$ cat config.mk
export PLATFORM = sky130hd
export DESIGN_NAME = imem_loader
export DESIGN_NICKNAME = d
export VERILOG_FILES = /design/src/rtl/imem_pkg.sv /design/src/rtl/imem_word_packer.sv /design/src/rtl/imem_loader.sv
export SDC_FILE = /design/constraint.sdc
export NUM_CORES = 1
export LEC_CHECK = 0
export ABC_AREA = 1
export BUFFER_PORTS_ARGS = -buffer_cell sky130_fd_sc_hd__clkbuf_2
export CORE_MARGIN = 2
export CORE_UTILIZATION = 36
export CTS_CLUSTER_SIZE = 12
export DETAILED_ROUTE_END_ITERATION = 8
export GPL_TIMING_DRIVEN = 0
export SLEW_MARGIN = 20
export SYNTH_ARGS = -nofsm -noshare
export SYNTH_HDL_FRONTEND = slang
export SYNTH_SLANG_ARGS = --single-unit
$ cat constraint.sdc
create_clock -name clk -period 3.62 [get_ports clk]
set_input_delay 0 -clock clk [delete_from_list [all_inputs] [get_ports clk]]
set_output_delay 0 -clock clk [all_outputs]
set_load 0.02 [all_outputs]
$ cat src/rtl/imem_pkg.sv
// Shared definitions for the instruction-memory boot loader and IMEM.
package imem_pkg;

  localparam int unsigned BYTES_PER_WORD  = 4;
  localparam int unsigned WORD_BITS       = 8 * BYTES_PER_WORD;
  localparam int unsigned IMEM_DEPTH      = 256;
  localparam int unsigned IMEM_ADDR_WIDTH = 8;

  localparam logic [1:0] LAST_BYTE = 2'(BYTES_PER_WORD - 1);

  typedef enum logic [2:0] {
    S_IDLE   = 3'd0,
    S_LEN_LO = 3'd1,
    S_LEN_HI = 3'd2,
    S_DATA   = 3'd3,
    S_WRITE  = 3'd4,
    S_CHK    = 3'd5,
    S_DONE   = 3'd6,
    S_ERR    = 3'd7
  } state_t;

endpackage

$ cat src/rtl/imem_word_packer.sv
// Packs little-endian stream bytes into one instruction word; the first byte
// of each group lands in bits 7:0.
module imem_word_packer
  import imem_pkg::*;
(
  input  logic                 clk,
  input  logic                 rst,
  input  logic                 clr,
  input  logic                 shift_en,
  input  logic [7:0]           byte_in,
  output logic [WORD_BITS-1:0] word,
  output logic [1:0]           byte_cnt,
  output logic                 word_full
);

  always_ff @(posedge clk) begin
    if (rst || clr) begin
      word      <= '0;
      byte_cnt  <= '0;
      word_full <= 1'b0;
    end else if (shift_en) begin
      // Shift right so that after four bytes the oldest sits in the low lane.
      word      <= {byte_in, word[WORD_BITS-1:8]};
      byte_cnt  <= byte_cnt + 2'd1;
      word_full <= (byte_cnt == LAST_BYTE);
    end
  end

endmodule

$ cat src/rtl/imem_loader.sv
// Boot-time IMEM writer: header, little-endian word packing, sequential
// writes and trailing XOR checksum; holds the CPU until a good load.
module imem_loader
  import imem_pkg::*;
#(
  parameter int MEM_WIDTH_LENGTH = 32,
  parameter int MEM_DEPTH        = IMEM_DEPTH,
  parameter int ADDR_WIDTH       = IMEM_ADDR_WIDTH
) (
  input  logic                        clk,
  input  logic                        rst,
  input  logic                        start,
  input  logic [7:0]                  byte_in,
  input  logic                        byte_valid,
  output logic                        byte_ready,
  output logic                        mem_we,
  output logic [ADDR_WIDTH-1:0]       mem_addr,
  output logic [MEM_WIDTH_LENGTH-1:0] mem_wdata,
  output logic                        busy,
  output logic                        done,
  output logic                        error,
  output logic                        cpu_hold
);

  localparam logic [15:0] DEPTH_W = 16'(MEM_DEPTH);

  state_t                 state;
  logic [15:0]            len;
  logic [ADDR_WIDTH:0]    word_cnt;
  logic [7:0]             xsum;

  logic                   xfer;
  logic                   idle_like;
  logic                   pk_clr;
  logic                   pk_shift;
  logic [WORD_BITS-1:0]   pk_word;
  logic [1:0]             pk_cnt;
  logic                   pk_full;
  logic [15:0]            len_hdr;
  logic [15:0]            cnt_next;

  assign idle_like = (state == S_IDLE) || (state == S_DONE) || (state == S_ERR);
  assign xfer      = byte_valid && byte_ready;
  assign pk_clr    = idle_like && start;
  assign pk_shift  = xfer && (state == S_DATA);
  assign len_hdr   = {byte_in, len[7:0]};
  assign cnt_next  = 16'(word_cnt) + 16'd1;

  imem_word_packer u_packer (
    .clk      (clk),
    .rst      (rst),
    .clr      (pk_clr),
    .shift_en (pk_shift),
    .byte_in  (byte_in),
    .word     (pk_word),
    .byte_cnt (pk_cnt),
    .word_full(pk_full)
  );

  always_ff @(posedge clk) begin
    if (rst) begin
      state    <= S_IDLE;
      len      <= '0;
      word_cnt <= '0;
      xsum     <= '0;
    end else begin
      case (state)
        S_IDLE, S_DONE, S_ERR: begin
          if (start) begin
            state    <= S_LEN_LO;
            len      <= '0;
            word_cnt <= '0;
            xsum     <= '0;
          end
        end
        S_LEN_LO: begin
          if (xfer) begin
            len[7:0] <= byte_in;
            state    <= S_LEN_HI;
          end
        end
        S_LEN_HI: begin
          if (xfer) begin
            len[15:8] <= byte_in;
            if (len_hdr > DEPTH_W)      state <= S_ERR;
            else if (len_hdr == 16'd0)  state <= S_CHK;
            else                        state <= S_DATA;
          end
        end
        S_DATA: begin
          if (xfer) begin
            xsum <= xsum ^ byte_in;
            // Leave on the 4th byte itself so the write lands one cycle later.
            if (pk_cnt == LAST_BYTE) state <= S_WRITE;
          end
        end
        S_WRITE: begin
          word_cnt <= word_cnt + 1'b1;
          state    <= (cnt_next == len) ? S_CHK : S_DATA;
        end
        S_CHK: begin
          if (xfer) state <= (byte_in == xsum) ? S_DONE : S_ERR;
        end
        default: state <= S_IDLE;
      endcase
    end
  end

  always_comb begin
    byte_ready = (state == S_LEN_LO) || (state == S_LEN_HI) ||
                 (state == S_DATA)   || (state == S_CHK);
    busy       = !idle_like;
    done       = (state == S_DONE);
    error      = (state == S_ERR);
    cpu_hold   = (state != S_DONE);
    mem_we     = (state == S_WRITE) && pk_full;
    mem_addr   = word_cnt[ADDR_WIDTH-1:0];
    mem_wdata  = pk_word;
  end

endmodule

==> flow_summary_export.csv <==
group,metric,value,unit
timing,slew_viol_final,0,
worst_hold_path,hold_path_startpoint,"byte_in[1]",
die,pin_count,58,
finish,stdcell_area,4100,um2
logic_synthesis,yosys_register_bits,71,
pwr,pwr-share-comb,0.286,
logic_synthesis,yosys_warnings,0,
die,core_area,9280,um2
clock_tree,numCtsBuffers,9,
timing,setup_viol,0,
worst_setup_path,startpoint_type,"flop",
worst_setup_path,worstSetupPathType,"flop to flop",
global_route,globalRouteOverflowTotal,0,
global_route,grtUsageTotal,0.193,
detailed_routing,first_pass_iters,5,
clock_tree,clock_sinks,71,
global_route,grt_pass1_vias,3171,
detailed_routing,ant_nets,0,
die,die_h,102,um
placed_design,place_area,3900,um2
pwr,power_switching_share,0.380,
logic_synthesis,syn_area_per_cell,7.09,um2
worst_setup_path,cp.arrival,2280,ps
timing,relSlewSlack,0.560,
finish,multi_input_area,1730,um2
worst_setup_path,setup.worst_path.end_class,"flop",
timing,hold_slack,10.6,ps
detailed_routing,drt_iter0_drc,158,
logic_synthesis,synth_cells,489,
timing,finalCritPeriodShare,0.568,
die,die_area,10400,um2
finish,layout-drive-gt1-share,0.180,
detailed_routing,wl_per_cell,13.6,um
timing,grt_setup_unrepaired,"false",
pwr,vdd_drop_max,0.210,mV
pwr,seqPwrFrac,0.419,
run_status,status,"complete, no violations",
timing,max_freq,0.486,GHz
worst_setup_path,required,3850,ps
die,die_width,102,um
pwr,internal_power,0.00130,W
pwr,p_per_area,510,nW/um2
timing,fin_skew,13.6,ps
logic_synthesis,synth_edf_count,0,
timing,finalCriticalPeriod,2060,ps
worst_setup_path,timing.rr.start,"word_cnt[0]$_SDFFE_PP0P_",
logic_synthesis,synthTopCellsByArea,"dfxtp_1 41%, nand2_1 13%, a21oi_1 10%",
timing,worst_slew_pin_slew,659,ps
pwr,p_clk_frac,0.295,
logic_synthesis,yosysUniqueCellTypes,35,
global_route,grt_pass1_wl,15.7,mm
clock_tree,clk_pin_slew,90,ps
logic_synthesis,yosysMostFrequentCell,"nand2_1",
clock_tree,clock_latency,360,ps
clock_tree,cts_tree,"done",
worst_setup_path,critPathLaunch,"word_cnt[0]$_SDFFE_PP0P_",
placed_design,gp_congestion,0.909,
pwr,p_leak,1.63,nW
finish,n_antenna_cell,0,
detailed_routing,drt-total-wl,9.37,mm
die,rows,35,
detailed_routing,drc_errors,0,
logic_synthesis,yosys.area.top_type,"dfxtp_1",
worst_hold_path,min_path_type,"input port to flop",
die,start_util,0.373,
clock_tree,post_cts_buffers,0,
finish,num-fill-cells,1009,
detailed_routing,vias,3442,
timing,hold_viol_final,0,
pwr,p_sw,0.000795,W
pwr,finalPower,0.00209,W
finish,nNetsFinal,571,
placed_design,hpwlAfterDp,6.97,mm
logic_synthesis,synth.top_cell.area_share,0.410,
logic_synthesis,synthTopCellsByCount,"119 x nand2_1, 71 x dfxtp_1, 69 x a21oi_1, 53 x nand3_1, 35 x nor2_1",
clock_tree,clk_path_buf_depth,2,
logic_synthesis,post_synth_instance_area,3460,um2
finish,syn_to_final_growth,18.2,%
placed_design,port_buffers,55,
detailed_routing,vias_per_cell,4.99,
logic_synthesis,ys_seq_area_frac,0.410,
timing,fin_setup_tns,0,ps
logic_synthesis,async_reset_ff_frac,0,
worst_setup_path,worstPathMaxFanout,5,
finish,seq_area,1420,um2
clock_tree,cts_max_level,3,
global_route,grt_max_degree,16,
logic_synthesis,syn_nets,504,
logic_synthesis,synth_ff_type,"dfxtp_1",
clock_tree,root_buffer,"clkbuf_8",
flow_run,maxCapViolCount,0,
global_route,antenna_found_initial,0,
[sequential cells by signal, summed over array words and instances, names as in the netlist]
| signal | cells |
|---|---|
| u_packer.word | 32 |
| xsum | 8 |
| u_packer.word_full | 1 |
| state | 3 |
| len | 16 |
| u_packer.byte_cnt | 2 |
| word_cnt | 9 |
[area by class of cell]
cell class	count	area share
Multi-Input combinational cell	348	0.422
Timing Repair Buffer	56	0.0696
Clock buffer	9	0.0302
Inverter	40	0.0373
Tap cell	129	0.0394
Clock inverter	7	0.0150
Buffer	30	0.0400
Sequential cell	71	0.347
[critical path, cell delays in order (launching register included)]
cell and delay [ps]:
dfxtp_1 450, ha_1 220, nand2_1 100, nor2_1 250, nand2_1 100, nand2_1 80
and2_1 140, nor2_1 40, nor2_1 150, nand3_1 120, nand2_1 80, nand2_1 50
nand2_1 70, a21oi_1 60
[worst paths after layout]
check | to | slack, ps | cells after the start
worst max-delay path | state[1]$_SDFFE_PP0P_ | 1560 | 13
worst min-delay path | u_packer.word[25]$_SDFFE_PP0P_ | 10 | 3
worst max register to register | state[1]$_SDFFE_PP0P_ | 1560 | 13
worst min register to register | u_packer.word_full$_SDFFE_PP0P_ | 470 | 2
[per-stage QoR]
stage	worst slack, ps	std cells	utilization
5_1_grt	1360	690	0.441
2_1_floorplan	1750	489	-
6_report	1560	690	0.441
3_3_place_gp	1600	673	0.420
3_5_place_dp	1570	673	0.420
4_1_cts	1560	690	0.441
[placed cells by master (no fill, tap or decap), types with 5 or more instances in the layout]
cell	synthesis	final
xnor2_1	7	7
inv_2	5	5
dfxtp_1	71	71
clkbuf_1	16	16
inv_1	34	34
nand3_1	53	53
a211oi_1	10	10
clkbuf_8	0	9
nand4_1	7	7
nand2_1	119	119
or3_1	6	6
nand3b_1	6	6
buf_4	9	9
clkbuf_2	0	55
nor2_1	35	35
a21oi_1	69	69
o21ai_0	10	10
[kinds of logic after synthesis]
| group | synth area share |
|---|---|
| AND/OR/NAND/NOR | 0.302 |
| flip-flops | 0.410 |
| buffers and inverters | 0.0914 |
| AO/OA/AOI/OAI | 0.160 |
| adder cells (fa/ha/maj) | 0.0108 |
| XOR/XNOR | 0.0253 |
[power groups by stage]
stage / registers, W / clock network (W) / logic, W
floorplan: 0.000886 / 0 / 0.000450
global placement: 0.000892 / 0 / 0.000592
detailed placement: 0.000894 / 0 / 0.000594
CTS: 0.000875 / 0.000624 / 0.000598
global route: 0.000884 / 0.000665 / 0.000674
finish: 0.000876 / 0.000616 / 0.000599
[layer usage]
layer	wire, um	GRT usage
met4	163	0.0615
met5	0	0
met2	4270	0.304
met1	4380	0.267
met3	567	0.0383
[repair_timing]
action                                 4_1_cts  5_1_grt
endpoints found under the hold margin        1        0
hold buffers                                 1        0
gates resized for setup                      0        0
Power figures use the tool's default switching activity.
